## src/rtl/beehive_mem_pkg.sv

```systemverilog
// Shared memory-controller definitions: cache-line geometry, return-bus idle code, sequencer states.
// Latency: none (types and constants only).
// Backpressure: not applicable.
package beehive_mem_pkg;

  localparam int LINE_WORDS    = 8;
  localparam int LINE_OFS_BITS = 3;

  // Destination code meaning "no data on the return bus this cycle".
  localparam logic [3:0] RD_DEST_NONE = 4'h0;

  typedef enum logic {
    RD_IDLE  = 1'b0,
    RD_BURST = 1'b1
  } rd_state_e;

  // Word index within a line, wrapping modulo the line length.
  function automatic logic [LINE_OFS_BITS-1:0] line_word(
    input logic [LINE_OFS_BITS-1:0] start,
    input logic [LINE_OFS_BITS-1:0] idx
  );
    return start + idx;
  endfunction

endpackage

```

## src/rtl/fifo.sv

```systemverilog
// Generic first-word-fall-through FIFO; head word is visible on pop_dat whenever empty is low.
// Latency: a pushed word is visible at the head the cycle after the push edge.
// Backpressure: full is derived from the registered occupancy; pushes while full are ignored.
module fifo #(
  parameter int width   = 8,
  parameter int logsize = 4
) (
  input  logic             clock,
  input  logic             reset,
  input  logic             push_vld,
  input  logic [width-1:0] push_dat,
  input  logic             pop_rdy,
  output logic [width-1:0] pop_dat,
  output logic             empty,
  output logic             full
);

  localparam logic [logsize:0] DEPTH = {1'b1, {logsize{1'b0}}};

  logic [width-1:0]   store [2**logsize];
  logic [logsize-1:0] wr_ptr;
  logic [logsize-1:0] rd_ptr;
  logic [logsize:0]   occ;
  logic               do_push;
  logic               do_pop;

  assign full    = (occ == DEPTH);
  assign empty   = (occ == '0);
  assign do_push = push_vld & ~full;
  assign do_pop  = pop_rdy & ~empty;
  assign pop_dat = store[rd_ptr];

  // Pointer and occupancy bookkeeping.
  always_ff @(posedge clock or posedge reset) begin
    if (reset) begin
      wr_ptr <= '0;
      rd_ptr <= '0;
      occ    <= '0;
    end else begin
      if (do_push) wr_ptr <= wr_ptr + logsize'(1);
      if (do_pop)  rd_ptr <= rd_ptr + logsize'(1);
      case ({do_push, do_pop})
        2'b10:   occ <= occ + (logsize+1)'(1);
        2'b01:   occ <= occ - (logsize+1)'(1);
        default: occ <= occ;
      endcase
    end
  end

  // Storage array; contents need no reset since occupancy gates visibility.
  always_ff @(posedge clock) begin
    if (do_push) store[wr_ptr] <= push_dat;
  end

endmodule

```

## src/rtl/rd_return_sequencer.sv

```systemverilog
// Read-return stage: queues line-read requests, reads 8 words per line, drives RDreturn/RDdest (RD_CRITICAL_WORD_FIRST_EN selects wrapped critical-word-first order).
// Latency: accept at edge ending T -> pop T+1, mem_rd_en T+2..T+9, word k on RDreturn at T+4+k.
// Backpressure: req_ready = ~full of the 2^LOGDEPTH request FIFO; the return bus never stalls.
module rd_return_sequencer
  import beehive_mem_pkg::*;
#(
  parameter int MBITS    = 24,
  parameter int LOGDEPTH = 4
) (
  input  logic             clock,
  input  logic             reset,
  input  logic             req_valid,
  output logic             req_ready,
  input  logic [3:0]       req_dest,
  input  logic [MBITS-1:0] req_addr,
  output logic             mem_rd_en,
  output logic [MBITS-1:0] mem_rd_addr,
  input  logic [31:0]      mem_rd_data,
  output logic [31:0]      RDreturn,
  output logic [3:0]       RDdest,
  output logic             busy,
  output logic             err_dest_zero
);

  localparam int LINE_BITS = MBITS - LINE_OFS_BITS;
  localparam logic [LINE_OFS_BITS-1:0] LAST_WORD = LINE_OFS_BITS'(LINE_WORDS - 1);

  // Start-offset mask: all ones keeps the requested word offset, zero forces line order.
`ifdef RD_CRITICAL_WORD_FIRST_EN
  localparam logic [LINE_OFS_BITS-1:0] START_MASK = '1;
`else
  localparam logic [LINE_OFS_BITS-1:0] START_MASK = '0;
`endif

  typedef struct packed {
    logic [3:0]       dest;
    logic [MBITS-1:0] addr;
  } rd_req_t;

  rd_req_t                  push_req;
  rd_req_t                  head;
  logic [4+MBITS-1:0]       head_dat;
  logic                     fifo_empty;
  logic                     fifo_full;
  logic                     pop;
  logic                     head_ok;
  logic                     last_word;

  rd_state_e                state;
  logic [LINE_BITS-1:0]     burst_line;
  logic [3:0]               burst_dest;
  logic [LINE_OFS_BITS-1:0] start_ofs;
  logic [LINE_OFS_BITS-1:0] word_cnt;

  logic                     ret_vld;
  logic [3:0]               ret_dest;

  assign push_req  = {req_dest, req_addr};
  assign req_ready = ~fifo_full;

  fifo #(
    .width  (4 + MBITS),
    .logsize(LOGDEPTH)
  ) u_req_fifo (
    .clock   (clock),
    .reset   (reset),
    .push_vld(req_valid),
    .push_dat(push_req),
    .pop_rdy (pop),
    .pop_dat (head_dat),
    .empty   (fifo_empty),
    .full    (fifo_full)
  );

  assign head      = head_dat;
  assign head_ok   = (head.dest != RD_DEST_NONE);
  assign last_word = (word_cnt == LAST_WORD);

  // The head is consumed when idle, or on the last word of a burst so the next line follows without a bubble.
  assign pop = ~fifo_empty & ((state == RD_IDLE) | ((state == RD_BURST) & last_word));

  // Burst sequencer: loads a line from the queue head, steps through its 8 words, discards dest-0 requests.
  always_ff @(posedge clock or posedge reset) begin
    if (reset) begin
      state         <= RD_IDLE;
      burst_line    <= '0;
      burst_dest    <= RD_DEST_NONE;
      start_ofs     <= '0;
      word_cnt      <= '0;
      err_dest_zero <= 1'b0;
    end else begin
      case (state)
        RD_IDLE: begin
          if (pop) begin
            if (head_ok) begin
              burst_line <= head.addr[MBITS-1:LINE_OFS_BITS];
              burst_dest <= head.dest;
              start_ofs  <= head.addr[LINE_OFS_BITS-1:0] & START_MASK;
              word_cnt   <= '0;
              state      <= RD_BURST;
            end else begin
              err_dest_zero <= 1'b1;
            end
          end
        end
        RD_BURST: begin
          word_cnt <= word_cnt + LINE_OFS_BITS'(1);
          if (last_word) begin
            if (pop && head_ok) begin
              burst_line <= head.addr[MBITS-1:LINE_OFS_BITS];
              burst_dest <= head.dest;
              start_ofs  <= head.addr[LINE_OFS_BITS-1:0] & START_MASK;
              word_cnt   <= '0;
            end else begin
              state <= RD_IDLE;
              if (pop) err_dest_zero <= 1'b1;
            end
          end
        end
        default: state <= RD_IDLE;
      endcase
    end
  end

  assign mem_rd_en   = (state == RD_BURST);
  assign mem_rd_addr = mem_rd_en ? {burst_line, line_word(start_ofs, word_cnt)} : '0;

  // Return pipeline: destination tracks the read through the memory cycle, then registers data onto the bus.
  always_ff @(posedge clock or posedge reset) begin
    if (reset) begin
      ret_vld  <= 1'b0;
      ret_dest <= RD_DEST_NONE;
      RDreturn <= '0;
      RDdest   <= RD_DEST_NONE;
    end else begin
      ret_vld  <= mem_rd_en;
      ret_dest <= mem_rd_en ? burst_dest : RD_DEST_NONE;
      RDreturn <= ret_vld ? mem_rd_data : '0;
      RDdest   <= ret_vld ? ret_dest : RD_DEST_NONE;
    end
  end

  assign busy = (state == RD_BURST) | ~fifo_empty | ret_vld;

endmodule

```

## config.mk

```make
export PLATFORM = sky130hd
export DESIGN_NAME = rd_return_sequencer
export DESIGN_NICKNAME = d
export VERILOG_FILES = /design/src/rtl/beehive_mem_pkg.sv /design/src/rtl/fifo.sv /design/src/rtl/rd_return_sequencer.sv
export SDC_FILE = /design/constraint.sdc
export NUM_CORES = 1
export LEC_CHECK = 0
export CORE_ASPECT_RATIO = 1.75
export CORE_MARGIN = 2
export CORE_UTILIZATION = 59
export CTS_CLUSTER_SIZE = 10
export DETAILED_ROUTE_END_ITERATION = 8
export PLACE_DENSITY = 0.8
export REMOVE_ABC_BUFFERS = 1
export SLEW_MARGIN = 20
export SYNTH_ARGS = -nofsm -noshare
export SYNTH_HDL_FRONTEND = slang
export SYNTH_SLANG_ARGS = --single-unit
```

## constraint.sdc

```tcl
create_clock -name clock -period 9.2 [get_ports clock]
set_clock_uncertainty 0.05 [all_clocks]
set_input_delay 2.76 -clock clock [delete_from_list [all_inputs] [get_ports clock]]
set_output_delay 2.76 -clock clock [all_outputs]
set_load 0.01 [all_outputs]
```

==> results.toml <==
[place]
placedCellCount = 1347
place.detailed.hpwl_um = 20900
gp_congestion = 0.722
pre_cts_slack_ns = 3.84
numPortBuffers = 123

[logic_synthesis]
ys_warn_count = 0
syn_area_um2 = 18500
synth_top_cell_area_share = 0.650
synth_ff_type = "edfxtp_1"
synthDistinctLibCells = 33
synth-seq-area-share = 0.764
synth_area_leaders = "edfxtp_1 (65%), mux4_2 (15%), dfrtp_1 (11%)"
synth_cells = 848
yosysTopAreaCell = "edfxtp_1"
ys_seq_elements = 484
async_flop_share = 0.174
synth.top_cells.by_count = "edfxtp_1 (400), mux4_2 (121), dfrtp_1 (84)"
synth.most_common_cell = "edfxtp_1"
synth_edf_count = 400
synth_area_per_cell_um2 = 21.8

[clock_tree]
cts_max_path_buffers = 3
cts-htree-levels = 2
clk_root_buffer_cell = "clkbuf_16"
clk_pin_slew_worst_paths_ns = 0.06
holdBufCountCts = 0
clock_latency_ns = 0.57
cts_buffers = 54
cts_resized = 0
cts.sinks = 484
cts_tree = "yes"
post_cts_buffers = 0

[sta]
tightestPinTransition_ns = 0.821
rsz0062_at_grt = "false"
setup_violations = 0
setup_tns_ns = 0
post-route-period-util = 0.585
drv_slew = 0
relSlewSlack = 0.453
fmax_ghz = 0.186
setup_slack_ns = 3.82
hold_viol_final = 0
hold_ws_ns = 0.402
period_minus_slack_ns = 5.38

[power_and_ir_drop]
p_total_w = 0.00676
irDropWorstVdd_uv = 182
powerDensity_nw_per_um2 = 309
p_leak_nw = 7.38

[routing]
routed_wl_um = 38700
drtIter0Drc = 866
ant_nets = 0
dr_wl_met2_um = 20800
num_vias = 8890
wl_met1_um = 14200
wl_met3_um = 2380
dr.pass1.iters = 5
highest_layer = "met4"
remaining_drc_errors = 0
drt-wirelength-per-cell_um = 26.7
avgViaCountPerCell = 6.13

[final_layout]
area_growth_pct = 18.3
nFillCells = 1801
layout-drive-gt1-share = 0.240
fin_nets = 1088
fin_cells = 1450

[global_routing]
grt_pass1_wl_um = 57900
grt_pass1_vias = 9362
overflow = 0
grt_max_degree = 59
globalRouteTotalUtil = 0.247
antenna_found_initial = 1

[status]
status = "finished clean"

[floorplanning]
die_w_um = 138
fp.dieH_um = 238
start_util = 0.599
core_region_area_um2 = 30800
io_pins = 127
num_rows = 85
design.die.area_um2 = 32800

[setup_path]
cp.arrival_ns = 2.57
start_kind = "flip-flop"
crit_fanout = 21
critPathCaptureType = "primary output"
crit_required_ns = 6.39
path_class = "reg2out"

[hold_path]
hold_path_class = "reg2reg"

[flow_run]
max-cap-violations = 0
[final cells by class]
type                       instances  area, um^2  share of cell area
timing repair buffer             150        1440              0.0659
tap                              391         489              0.0224
inverter                          10        40.0             0.00183
clock inverter                     3        41.3             0.00189
antenna                            1        2.50            0.000114
clock buffer                      98        1540              0.0703
multi-input combinational        313        4200               0.192
sequential                       484       14100               0.646
[per-layer routing]
metal | vias up | GRT usage
li1 | 3736 | -
met1 | 4646 | 0.315
met2 | 412 | 0.423
met3 | 96 | 0.0419
met4 | 0 | 0.103
met5 | - | 0
[state kept, by name, indices dropped and copies added (netlist names)]
name	flops
RDdest	4
RDreturn	32
burst_dest	4
burst_line	21
err_dest_zero	1
mem_rd_en	1
ret_dest	4
ret_vld	1
u_req_fifo.occ	5
u_req_fifo.rd_ptr	4
u_req_fifo.store	400
u_req_fifo.wr_ptr	4
word_cnt	3
[critical path, stage by stage (launching register included)]
cell and delay (ns):
dfrtp_1 0.84, buf_4 0.39, and2_1 0.20, clkdlybuf4s50_1 0.57
[through the flow]
step	area, um^2	utilization
final	21900	0.709
after global routing	21900	0.709
after CTS	21900	0.709
after detailed placement	20300	0.657
after global placement	20300	0.657
after floorplan	18300	-
[cells by family after synthesis]
logic type,Yosys count,synth area share
AO/OA/AOI/OAI,18,0.00623
XOR/XNOR,12,0.00569
adder cells (fa/ha/maj),12,0.00853
buffers and inverters,51,0.0120
flip-flops,484,0.764
multiplexers,146,0.166
AND/OR/NAND/NOR,125,0.0381
[power breakdown]
part	switching (W)	internal (W)
clock network	0.000801	0.00112
registers	0.000216	0.00270
logic	0.000885	0.00104
total	0.00190	0.00486
[layout by cell type, fill, tap and decap left out, types with 3 or more instances in the layout]
| cell | count |
|---|---|
| mux2_2 | 8 |
| and2_1 | 65 |
| a22oi_1 | 3 |
| nor2b_1 | 4 |
| nor2_1 | 6 |
| xnor2_1 | 8 |
| xor2_1 | 4 |
| nor2_2 | 12 |
| mux2_4 | 16 |
| buf_4 | 26 |
| dfrtp_1 | 81 |
| edfxtp_1 | 400 |
| clkbuf_16 | 55 |
| clkdlybuf4s50_1 | 123 |
| inv_1 | 9 |
| ha_1 | 11 |
| nand3_1 | 7 |
| o21ai_0 | 8 |
| mux4_2 | 121 |
| clkbuf_1 | 43 |
| nor3_2 | 4 |
| a21o_1 | 3 |
| nand2_1 | 19 |
[worst paths after layout]
check,start,to,slack [ns],depth (start not counted)
setup / recovery,mem_rd_en,mem_rd_addr[4],3.82,3
max in group asynchronous,reset,u_req_fifo.rd_ptr[0],5.39,3
setup reg to reg,u_req_fifo.rd_ptr[0],burst_line[0],5.33,8
hold / removal,ret_dest[2],RDdest[2],0.40,1
min in group asynchronous,reset,burst_line[9],2.48,2
hold reg to reg,ret_dest[2],RDdest[2],0.40,1
Power figures use the tool's default switching activity.
